`src/rtl/nx_bit_count_pkg.sv`:
```
// Shared types and sizing helpers for the nx_bit_count bit-scan/bit-count unit.
// Latency: n/a (declarations only).
// Backpressure: n/a.
package nx_bit_count_pkg;

    // Operation selector carried with each operand.
    typedef enum logic [1:0] {
        CLZ    = 2'd0,
        CTZ    = 2'd1,
        CLO    = 2'd2,
        POPCNT = 2'd3
    } mode_t;

    // Number of SECT_SIZE-bit sections needed to cover a WIDTH-bit operand.
    function automatic int num_sects(input int width, input int sect_size);
        return (width + sect_size - 1) / sect_size;
    endfunction

    // Width of a per-section count (0..SECT_SIZE inclusive).
    function automatic int sect_cnt_w(input int sect_size);
        return $clog2(sect_size) + 1;
    endfunction

endpackage

```
`src/rtl/nx_bit_count_sect.sv`:
```
// One section of the stage-1 counter: trailing zeros, any-one flag and popcount.
// Latency: combinational.
// Backpressure: n/a.
// Ports: data (SECT_SIZE bits in); tz trailing-zero count, active (section has a 1),
//        pop population count (all sect_cnt_w(SECT_SIZE) bits out).
module nx_bit_count_sect
    import nx_bit_count_pkg::*;
#(
    parameter int SECT_SIZE = 8,
    localparam int CW       = sect_cnt_w(SECT_SIZE)
) (
    input  logic [SECT_SIZE-1:0] data,
    output logic [CW-1:0]        tz,
    output logic                 active,
    output logic [CW-1:0]        pop
);

    // Walking from the top down leaves tz at the lowest set bit; an all-zero
    // section keeps the SECT_SIZE default.
    always_comb begin
        tz = CW'(SECT_SIZE);
        for (int i = SECT_SIZE - 1; i >= 0; i--) begin
            if (data[i]) tz = CW'(i);
        end
    end

    always_comb begin
        pop = '0;
        for (int i = 0; i < SECT_SIZE; i++) begin
            pop = pop + CW'(data[i]);
        end
    end

    assign active = |data;

endmodule

```
`src/rtl/nx_bit_count.sv`:
```
// Two-stage pipelined CLZ/CTZ/CLO/POPCNT unit with a pass-through tag.
// Latency: 2 cycles from accept to o_valid; one result per cycle when i_ready stays high.
// Backpressure: stalled results hold; o_ready = !s1_valid || s2_can_load (combinational from i_ready).
// Ports: i_clk, i_rst (async active-high); input side i_data/i_mode/i_tag/i_valid/o_ready;
//        output side o_count/o_full/o_tag/o_valid/i_ready.
module nx_bit_count
    import nx_bit_count_pkg::*;
#(
    parameter int WIDTH       = 32,
    parameter int SECT_SIZE   = 8,
    parameter int TAG_WIDTH   = 4,
    parameter int COUNT_WIDTH = $clog2(WIDTH) + 1
) (
    input  logic                   i_clk,
    input  logic                   i_rst,
    input  logic [WIDTH-1:0]       i_data,
    input  mode_t                  i_mode,
    input  logic [TAG_WIDTH-1:0]   i_tag,
    input  logic                   i_valid,
    output logic                   o_ready,
    output logic [COUNT_WIDTH-1:0] o_count,
    output logic                   o_full,
    output logic [TAG_WIDTH-1:0]   o_tag,
    output logic                   o_valid,
    input  logic                   i_ready
);

    localparam int NS  = num_sects(WIDTH, SECT_SIZE);
    localparam int PW  = NS * SECT_SIZE;
    localparam int SCW = sect_cnt_w(SECT_SIZE);

    // ---------------- handshake control ----------------
    logic s1_valid;
    logic s2_can_load;

    assign s2_can_load = !o_valid || i_ready;
    assign o_ready     = !s1_valid || s2_can_load;

    // ---------------- stage 1: conditioning ----------------
    // After conditioning every mode is "count zeros from bit 0 upward"
    // (POPCNT just counts ones of the raw data).
    logic [WIDTH-1:0] rev;
    logic [WIDTH-1:0] cond;
    logic [PW-1:0]    padded;

    always_comb begin
        rev = '0;
        for (int i = 0; i < WIDTH; i++) begin
            rev[i] = i_data[WIDTH-1-i];
        end
    end

    always_comb begin
        case (i_mode)
            CLZ:     cond = rev;
            CLO:     cond = ~rev;
            default: cond = i_data;
        endcase
        // Pad bits are 1 for scans so a scan never runs past WIDTH,
        // and 0 for POPCNT so they add nothing.
        padded             = {PW{i_mode != POPCNT}};
        padded[WIDTH-1:0]  = cond;
    end

    logic [NS-1:0][SCW-1:0] sect_tz;
    logic [NS-1:0][SCW-1:0] sect_pop;
    logic [NS-1:0]          sect_act;

    for (genvar g = 0; g < NS; g++) begin : g_sect
        nx_bit_count_sect #(.SECT_SIZE(SECT_SIZE)) u_sect (
            .data   (padded[g*SECT_SIZE +: SECT_SIZE]),
            .tz     (sect_tz[g]),
            .active (sect_act[g]),
            .pop    (sect_pop[g])
        );
    end

    // ---------------- stage 1 registers ----------------
    logic [NS-1:0][SCW-1:0] s1_tz;
    logic [NS-1:0][SCW-1:0] s1_pop;
    logic [NS-1:0]          s1_act;
    mode_t                  s1_mode;
    logic [TAG_WIDTH-1:0]   s1_tag;

    always_ff @(posedge i_clk or posedge i_rst) begin
        if (i_rst) begin
            s1_valid <= 1'b0;
            s1_tz    <= '0;
            s1_pop   <= '0;
            s1_act   <= '0;
            s1_mode  <= CLZ;
            s1_tag   <= '0;
        end else if (o_ready) begin
            s1_valid <= i_valid;
            if (i_valid) begin
                s1_tz   <= sect_tz;
                s1_pop  <= sect_pop;
                s1_act  <= sect_act;
                s1_mode <= i_mode;
                s1_tag  <= i_tag;
            end
        end
    end

    // ---------------- stage 2: summation ----------------
    logic [COUNT_WIDTH-1:0] sum;
    logic                   done;

    always_comb begin
        sum  = '0;
        done = 1'b0;
        for (int k = 0; k < NS; k++) begin
            if (s1_mode == POPCNT) begin
                sum = sum + COUNT_WIDTH'(s1_pop[k]);
            end else if (!done) begin
                // The first section holding a 1 ends the scan, its own
                // trailing zeros included.
                sum  = sum + COUNT_WIDTH'(s1_tz[k]);
                done = s1_act[k];
            end
        end
        // Guard only: padding already bounds every sum to WIDTH.
        if (sum > COUNT_WIDTH'(WIDTH)) sum = COUNT_WIDTH'(WIDTH);
    end

    always_ff @(posedge i_clk or posedge i_rst) begin
        if (i_rst) begin
            o_valid <= 1'b0;
            o_count <= '0;
            o_full  <= 1'b0;
            o_tag   <= '0;
        end else if (s2_can_load) begin
            o_valid <= s1_valid;
            if (s1_valid) begin
                o_count <= sum;
                o_full  <= (sum == COUNT_WIDTH'(WIDTH));
                o_tag   <= s1_tag;
            end
        end
    end

endmodule

```
`config.mk`:
```
export PLATFORM = sky130hd
export DESIGN_NAME = nx_bit_count
export DESIGN_NICKNAME = d
export VERILOG_FILES = /design/src/rtl/nx_bit_count_pkg.sv /design/src/rtl/nx_bit_count_sect.sv /design/src/rtl/nx_bit_count.sv
export SDC_FILE = /design/constraint.sdc
export NUM_CORES = 1
export LEC_CHECK = 0
export CORE_UTILIZATION = 58
export DETAILED_ROUTE_END_ITERATION = 8
export GPL_TIMING_DRIVEN = 1
export PLACE_DENSITY = 0.81
export SETUP_SLACK_MARGIN = 0.4
export SLEW_MARGIN = 20
export SYNTH_ARGS = -nofsm -noshare
export SYNTH_HDL_FRONTEND = slang
export SYNTH_SLANG_ARGS = --single-unit
```
`constraint.sdc`:
```
create_clock -name i_clk -period 5.8 [get_ports i_clk]
set_input_delay 1.74 -clock i_clk [delete_from_list [all_inputs] [get_ports i_clk]]
set_output_delay 1.74 -clock i_clk [all_outputs]
set_load 0.02 [all_outputs]
```
# Word-level counts from Yosys, hierarchy flattened
# Cells that the tools add are included.
[totals]
ff_bits = 54
wordCells = 111
out_inout_bits = 13
inputBits = 42
[classes]
addsub = 34
order_cmp = 1
n_eq_ne = 3
mux = 46
reduce_logical = 10
bitwise = 1
[op_table]
columns = ["cell", "n"]
rows = [
  ["$mux W4", 33],
  ["$add A4 B1 Y4", 24],
  ["$pmux W32 S2", 1],
  ["$mux W6", 7],
  ["$add A6 B4 Y6", 6],
  ["$not A32 Y32", 1],
  ["$reduce_or A8 Y1", 3],
  ["$add A1 B1 Y2", 4],
  ["$eq A6 B6 Y1 const B", 1],
  ["$gt A6 B6 Y1 const B", 1],
  ["$mux W1", 5],
  ["$eq A2 B2 Y1 const B", 2],
  ["$reduce_and A2 Y1", 2],
  ["$logic_not A1 Y1", 2],
  ["$logic_not A2 Y1", 1],
  ["$logic_or A1 B1 Y1", 2],
]

# Logic depth before layout (Yosys ltp)
# Gate-level depths: netlist of the first run.
[depth]
depth_word = 14
depth_mapped = 25
depth_no_buf = 23

# By module
# Synthesis of the first run repeated with hierarchy kept, for this count alone.
[hier_totals]
hier_cells = 566
area_unflattened_um2 = 5225.0
[by_module_without_submodules]
columns = ["module", "area_each_um2", "cells_each", "n_inst", "seq_area_each_um2"]
rows = [
  ["nx_bit_count", 4018.9, 418, 1, 1351.3],
  ["nx_bit_count_sect", 301.5, 37, 4, 0.0],
]

# Least setup slack after synthesis of the first run
# No wires, ideal clock.
[synth_timing]
kind = "input -> register"
start = "input port i_mode[1]"
end = "register s1_pop[1] (netlist bit)"
setup_time_ps = 83
arrival_ps = 4851
required_ps = 5717
path_slack_ps = 867
path_stages = 11
path_buffers = 2
path_cell_list = "buf_4 buf_4 xnor2_1 o21ai_0 ha_1 fa_1 fa_1 fa_1 inv_1 fa_1 o21ai_0"
[synth_between]
elab_chain_cells = 9
elab_cells_between_ends = 10
classes_between = "add/sub (7); eq/ne (1); mux (1); reduce/logical (1)"
[synth_rtl]
columns = ["item", "line", "source"]
rows = [
  ["start, declared", "nx_bit_count.sv:17", "input mode_t i_mode,"],
  ["$eq A2 B2 Y1 or $logic_not A2 Y1 (tied branches)", "nx_bit_count.sv:54", "case (i_mode)"],
  ["$pmux W32 S2 (*)", "nx_bit_count.sv:54", ""],
  ["$add A1 B1 Y2", "nx_bit_count_sect.sv:30", "pop = pop + CW'(data[i]);"],
  ["$add A4 B1 Y4 (5 in a row)", "nx_bit_count_sect.sv:30", ""],
  ["$add A4 B1 Y4 (*)", "nx_bit_count_sect.sv:30", ""],
  ["end signal, assigned", "nx_bit_count.sv:97", "s1_pop <= sect_pop;"],
  ["end, declared", "nx_bit_count.sv:80", "logic [NS-1:0][SCW-1:0] s1_pop;"],
]
# Mark *: on every way between the ends. The rest lies on a longest branch, timed or not.
# A chain may end at the register's enable or synchronous reset.

# Worst setup path in the final report of the first run
[layout_timing]
start = "input port i_data[15]"
end = "register s1_pop[9] (netlist bit)"
[layout_between]
elab_chain_cells = 9
[layout_rtl]
columns = ["item", "line", "source"]
rows = [
  ["start, declared", "nx_bit_count.sv:16", "input logic [WIDTH-1:0] i_data,"],
  ["$not A32 Y32", "nx_bit_count.sv:56", "CLO: cond = ~rev;"],
  ["$pmux W32 S2 (*)", "nx_bit_count.sv:54", ""],
  ["$add A1 B1 Y2 (*)", "nx_bit_count_sect.sv:30", ""],
  ["$add A4 B1 Y4 (*) (6 in a row)", "nx_bit_count_sect.sv:30", ""],
]
# Marked as above.

==> impl_metrics.ini, run 1 <==
[placement]
io_buffers = 54
place.detailed.instances = 726
placed_cell_area_sq_um = 5579
gp_congestion = 0.9015
dp_hpwl_um = 9238

[worst_setup_path]
end_kind = register
critPathLaunchType = input port
critical_path_buf_inv_count = 2
r2r-start = s1_mode[1]
timing.critical_path.mode_cell = fa_1
cp_cell_sequence = clkdlybuf4s50_1, xnor2_1, o21ai_0, ha_1, fa_1, fa_1, fa_1, inv_1, fa_1, o21ai_0
critPathKind = input port to register
worst-endpoint-required_ns = 6.04
critical-path-max-stage-delay_ns = 0.52
crit_arrival_ns = 5.25
path_max_fanout = 4
crit_start = i_data[15]
critical-path-slowest-cell = fa_1
cpLargestDelayFamily = adder cells

[synthesis]
synth-seq-cells = 54
synth_nets = 693
ys_top_cells_by_area = dfrtp_1 (27%), ha_1 (10%), fa_1 (8.8%), nand2_1 (7.7%), xnor2_1 (5.8%)
post-synth-top-area-cell = dfrtp_1
synthFlopType = dfrtp_1
synth_enable_flop_cells = 0
synth_sequential_area_ratio = 0.2693
synthCells = 589
synth.avg_cell_area_sq_um = 8.518
synth_largest_type_area_fraction = 0.2693
syn_area_sq_um = 5017
asyncSetResetFlopFracSynth = 1.000
ys.warnings.count = 0
synth_cell_type_count = 57

[global_routing]
initial_antenna_violation_count = 0
grt_remaining_overflow = 0
global_route_wire_length_before_repair_um = 18940
grt_start_max_net_pins = 55
first_global_vias = 4105
grt_use_total = 0.2700

[pwr]
power_uw = 1651
share_clk_of_total_power = 0.138
combinationalPowerShare = 0.539
switching_power_uw = 689.7
internal_power_uw = 961.4
powerDensity_nw_per_um2 = 290.7
max-vdd-ir-drop_uv = 118.7
share_of_power_burned_in_registers = 0.323
power.switching_fraction = 0.4177
power.leakage_uw = 0.002621

[cells_and_area]
seqCellArea_sq_um = 1351
filler_free_cell_count_of_the_finished_design = 734
post_route_standard_cell_area_excluding_fillers_sq_um = 5679
final_nets = 732
multiInputGateArea_sq_um = 3353
drive_gt1_frac = 0.06200
final_util = 0.6843
layout-area-overhead-vs-synth_pct = 13.19
insertedDiodeCount = 0
final.fill_count = 627

[clocking]
cts.reportedPaths.clkPinSlew_ns = 0.11
htreeDepth = 2
tritoncts_num_sinks = 54
clock-root-buffer = clkbuf_8
cts_hold_buf = 0
clkLatencyLatePin_ns = 0.32
tritoncts_clock_tree = yes
postcts_setup_bufs = 0
cts_inserted_buffers = 5
cts-root-to-sink-buffers = 2

[routing]
detailedRoute.firstIterationViolations = 262
route.antenna.remaining_nets = 0
routed_via_density = 5.787
drt_wl_total_um = 11490
num_vias = 4248
drt-wirelength-per-cell_um = 15.65
drc = 0
first_pass_iters = 5

[timing]
timing.final.crit_period_ns = 5.012
unrepaired_setup_endpoints_after_global_routing = false
slew_headroom = 0.3929
timing.setup.tns_ns = 0
slew_viol_final = 0
fin_crit_sh = 0.8641
final_number_of_setup_violating_endpoints = 0
achievable-frequency_ghz = 0.1995
worst_slew_pin_slew_ns = 0.9096
final.setup_skew_ns = 0.005825
report.final.hold_viol_count = 0

[hold_path]
hold_class = register to register
min-delay-start = s1_tag[3]

[outcome]
status = complete, no violations

[die]
die_w_um = 95.01
initial_utilization = 0.6046
floorplan.die.height_um = 95.01
core_rows = 33
num_io_pins = 55
floorplan.die_area_sq_um = 9027
core_area_sq_um = 8299

[run]
cap_viol_max_count = 0
[logic make-up (layout without fill, tap and decap cells)]
kind of cell,count (synthesis),in the layout,synth area share
AND/OR/NAND/NOR,179,179,0.1569
AO/OA/AOI/OAI,160,160,0.2082
buffers and inverters,72,112,0.06309
adder cells (fa/ha/maj),62,62,0.1875
flip-flops,54,54,0.2693
XOR/XNOR,49,49,0.08554
multiplexers,13,13,0.02943
[cells in the mapped netlist, drive strengths merged, types with 12 or more instances]
library cell,number
nand2,103
clkbuf,16
dfrtp,54
o31ai,12
nor2,30
nand2b,12
xor2,16
inv,43
fa,22
a21oi,24
o21ai,62
ha,40
xnor2,33
buf,13
[area by class of cell]
type / count / share of cell area
timing repair buffer: 61 / 0.1027
clock inverter: 3 / 0.005067
clock buffer: 5 / 0.01212
tap: 105 / 0.02313
inverter: 43 / 0.02864
sequential: 54 / 0.2379
multi-input combinational: 463 / 0.5904
[routing by layer]
layer	global-route usage	vias to the layer above	share of wire	routed length, um
li1	-	2097	-	-
met1	0.3675	2010	0.47	5375
met2	0.4454	117	0.47	5416
met3	0.02711	24	0.035	404
met4	0.1010	0	0.025	291
met5	0	-	0	0
[state kept, by name (all words and copies together) (netlist names), 2 cells and up]
name / cells
o_count: 6
o_tag: 4
s1_act: 3
s1_mode: 2
s1_pop: 16
s1_tag: 4
s1_tz: 16
[worst register-to-register path: cells and delay by family, from the launching register on]
| kind | cells | cell delay (ns) |
|---|---|---|
| AOI/OAI and AO/OA | 10 | 1.62 |
| adders and majority gates | 4 | 1.36 |
| and+or+nand+nor | 4 | 0.65 |
| DFF | 1 | 0.39 |
| muxes | 1 | 0.38 |
| buffers and inverters | 3 | 0.30 |
| xor gates and xnor gates | 1 | 0.21 |
[through the flow]
| step | hold WS [ns] | worst slack, ns |
|---|---|---|
| floorplan | 0.4331 | 0.8667 |
| global placement | 0.4418 | 0.5802 |
| detailed placement | 0.4523 | 0.4395 |
| CTS | 0.4786 | 0.5962 |
| global route | 0.5039 | 0.5667 |
| finish | 0.4878 | 0.7880 |
[path summary, 6_finish.rpt]
kind | to | slack [ns] | cells after the start
setup reg to reg | o_count[3] | 0.79 | 23
hold / removal | o_tag[3] | 0.49 | 2
max in group asynchronous | s1_act[2] | 3.36 | 2
hold reg to reg | o_tag[3] | 0.49 | 2
min in group asynchronous | s1_tag[2] | 1.89 | 2
setup / recovery | s1_pop[9] | 0.79 | 10
[cells in the final DEF, fill, tap and decap left out, types with 7 or more instances in the layout]
master,instances
nand2b_1,12
clkdlybuf4s50_1,52
inv_1,42
o31ai_1,12
nor3_1,10
xor2_1,16
nand2_1,102
a21oi_1,24
a21o_1,11
xnor2_1,33
a22o_1,7
dfrtp_1,54
buf_4,7
mux2_2,10
nor2_1,30
o21ai_0,56
fa_1,22
a31oi_1,7
ha_1,40
[power groups by stage]
stage | combinational [uW] | sequential (uW) | clock [uW]
after global placement | 843 | 537 | 0
final | 890 | 533 | 228
after detailed placement | 886 | 539 | 0
after global routing | 1000 | 543 | 247
after CTS | 892 | 532 | 232
after floorplan | 617 | 537 | 0
[repair_timing]
item,CTS,global route
setup endpoints to repair,0,7
hold endpoints to repair,0,0
gates resized for setup,0,1
(Power assumes the default switching activity.)
==> run 2: changes to the inputs <==
- CORE_UTILIZATION: 58 -> 50
- PLACE_DENSITY: 0.81 -> 0.78
==> impl_metrics.ini, run 2 (synthesis results as in run 1) <==
[outcome]
status = complete, no violations

[worst_setup_path]
crit_arrival_ns = 5.22
critPathKind = input port to register
critical-path-max-stage-delay_ns = 0.55
critical-path-slowest-cell = fa_1
r2r-start = s1_mode[1]
worstReg2RegEnd = o_count[3]
critPathLaunchType = input port
worst-endpoint-required_ns = 6.02
crit_start = i_mode[1]
timing.critical_path.mode_cell = fa_1
end_kind = register
worstRegToRegCells = 23
path_max_fanout = 22
cp_cell_sequence = buf_2, buf_4, xnor2_1, o21ai_0, fa_1, fa_1, fa_1, inv_1, fa_1, o21ai_0
worst-r2r-setup-slack_ns = 0.92

[die]
die_w_um = 102.2
initial_utilization = 0.5157
floorplan.die.height_um = 102.2
floorplan.die_area_sq_um = 10440
core_area_sq_um = 9729
core_rows = 36
num_io_pins = 55

[timing]
slew_viol_final = 0
final.setup_skew_ns = 0.008153
achievable-frequency_ghz = 0.2000
worst_slew_pin_slew_ns = 0.9112
unrepaired_setup_endpoints_after_global_routing = false
layout_setup_ws_ns = 0.7987
timing.final.crit_period_ns = 5.001
final_number_of_setup_violating_endpoints = 0
report.final.hold_viol_count = 0
slew_headroom = 0.3904
fin_worst_hold_slack_ns = 0.4751
fin_crit_sh = 0.8623
timing.setup.tns_ns = 0

[hold_path]
worst_hold_path.endpoint = o_tag[0]
hold_class = register to register
min_delay_path_depth = 2
min-delay-start = s1_tag[0]

[routing]
routed_via_density = 5.512
drc = 0
route.antenna.remaining_nets = 0
detailedRoute.firstIterationViolations = 227
drt-wirelength-per-cell_um = 14.80
num_vias = 4200
drt_wl_total_um = 11270
first_pass_iters = 4

[global_routing]
first_global_vias = 4008
grt_start_max_net_pins = 55
grt_remaining_overflow = 0
initial_antenna_violation_count = 0
grt_use_total = 0.2280
global_route_wire_length_before_repair_um = 18820

[placement]
placed_cell_area_sq_um = 5614
gp_congestion = 0.8466
dp_hpwl_um = 9219
io_buffers = 54
place.detailed.instances = 754
placement.setup.worst_slack_ns = 0.4379

[pwr]
internal_power_uw = 957.1
share_of_power_burned_in_registers = 0.325
share_clk_of_total_power = 0.138
powerDensity_nw_per_um2 = 286.2
switching_power_uw = 678.3
combinationalPowerShare = 0.537
power.leakage_uw = 0.002621
power.switching_fraction = 0.4148
max-vdd-ir-drop_uv = 117.0

[cells_and_area]
final.fill_count = 881
filler_free_cell_count_of_the_finished_design = 762
insertedDiodeCount = 0
most_common_cell_after_layout_fill_and_taps_aside = nand2_1
drive_gt1_frac = 0.06200
final_nets = 732
reg.largest.list = s1_pop (16), s1_tz (16), o_count (6)
layout-area-overhead-vs-synth_pct = 13.89
most_used_cells_in_the_layout_excluding_fill_and_tap_cells = nand2_1 (102), o21ai_0 (56), dfrtp_1 (54), clkdlybuf4s50_1 (52), inv_1 (42)
post_route_standard_cell_area_excluding_fillers_sq_um = 5714

[clocking]
tritoncts_num_sinks = 54
clkLatencyLatePin_ns = 0.32
cts.reportedPaths.clkPinSlew_ns = 0.11
clock-root-buffer = clkbuf_8
tritoncts_clock_tree = yes
cts-root-to-sink-buffers = 2
htreeDepth = 2
cts_inserted_buffers = 5

[run]
cap_viol_max_count = 0
run 2: layout make-up:
type,instances,area (sq um),share of cell area
clock buffers,5,68.82,0.01204
clock inverters,3,28.78,0.005036
inverters,43,162.7,0.02847
multi-input cells,463,3353,0.5868
flip-flops and latches,54,1351,0.2365
well taps,133,166.4,0.02912
repair buffers,61,583.1,0.1020
run 2: power groups by stage:
stage / combinational, uW / clock, uW / sequential [uW]
after floorplan: 617 / 0 / 537
after global placement: 841 / 0 / 534
after detailed placement: 883 / 0 / 538
after CTS: 888 / 232 / 530
after global routing: 996 / 243 / 542
final: 878 / 225 / 532
run 2: routing by layer:
metal  up-vias  wire length (um)  global-route usage
li1       2099                 -                   -
met1      1991              5385              0.3159
met2        98              5400              0.3872
met3        12               367             0.01984
met4         0               122             0.05275
met5         -                 0                   0
run 2: how the worst max path moves through the flow:
stage	end	cells past startpoint
floorplan	s1_pop[1]	11
detailed placement	s1_pop[13]	10
CTS	o_count[3]	23
global placement	s1_pop[9]	10
global route	o_count[4]	23
finish	s1_pop[13]	10
run 2: repair_timing:
action	in CTS	in global routing
endpoints found under the hold margin	0	0
buffers inserted	0	0
setup endpoints to repair	0	7
gates resized for setup	0	1
hold buffers	0	0
run 2: through the flow:
step | power (uW) | utilization
2_1_floorplan | 1154 | -
3_3_place_gp | 1375 | 0.5770
3_5_place_dp | 1421 | 0.5770
4_1_cts | 1651 | 0.5871
5_1_grt | 1781 | 0.5873
6_report | 1635 | 0.5873
run 2: worst max-delay path, delay by kind of cell:
family	cells	cell delay, ns
AO/OA/AOI/OAI	2	0.70
XOR/XNOR	1	0.08
adder cells (fa/ha/maj)	4	1.91
buffers and inverters	3	0.79
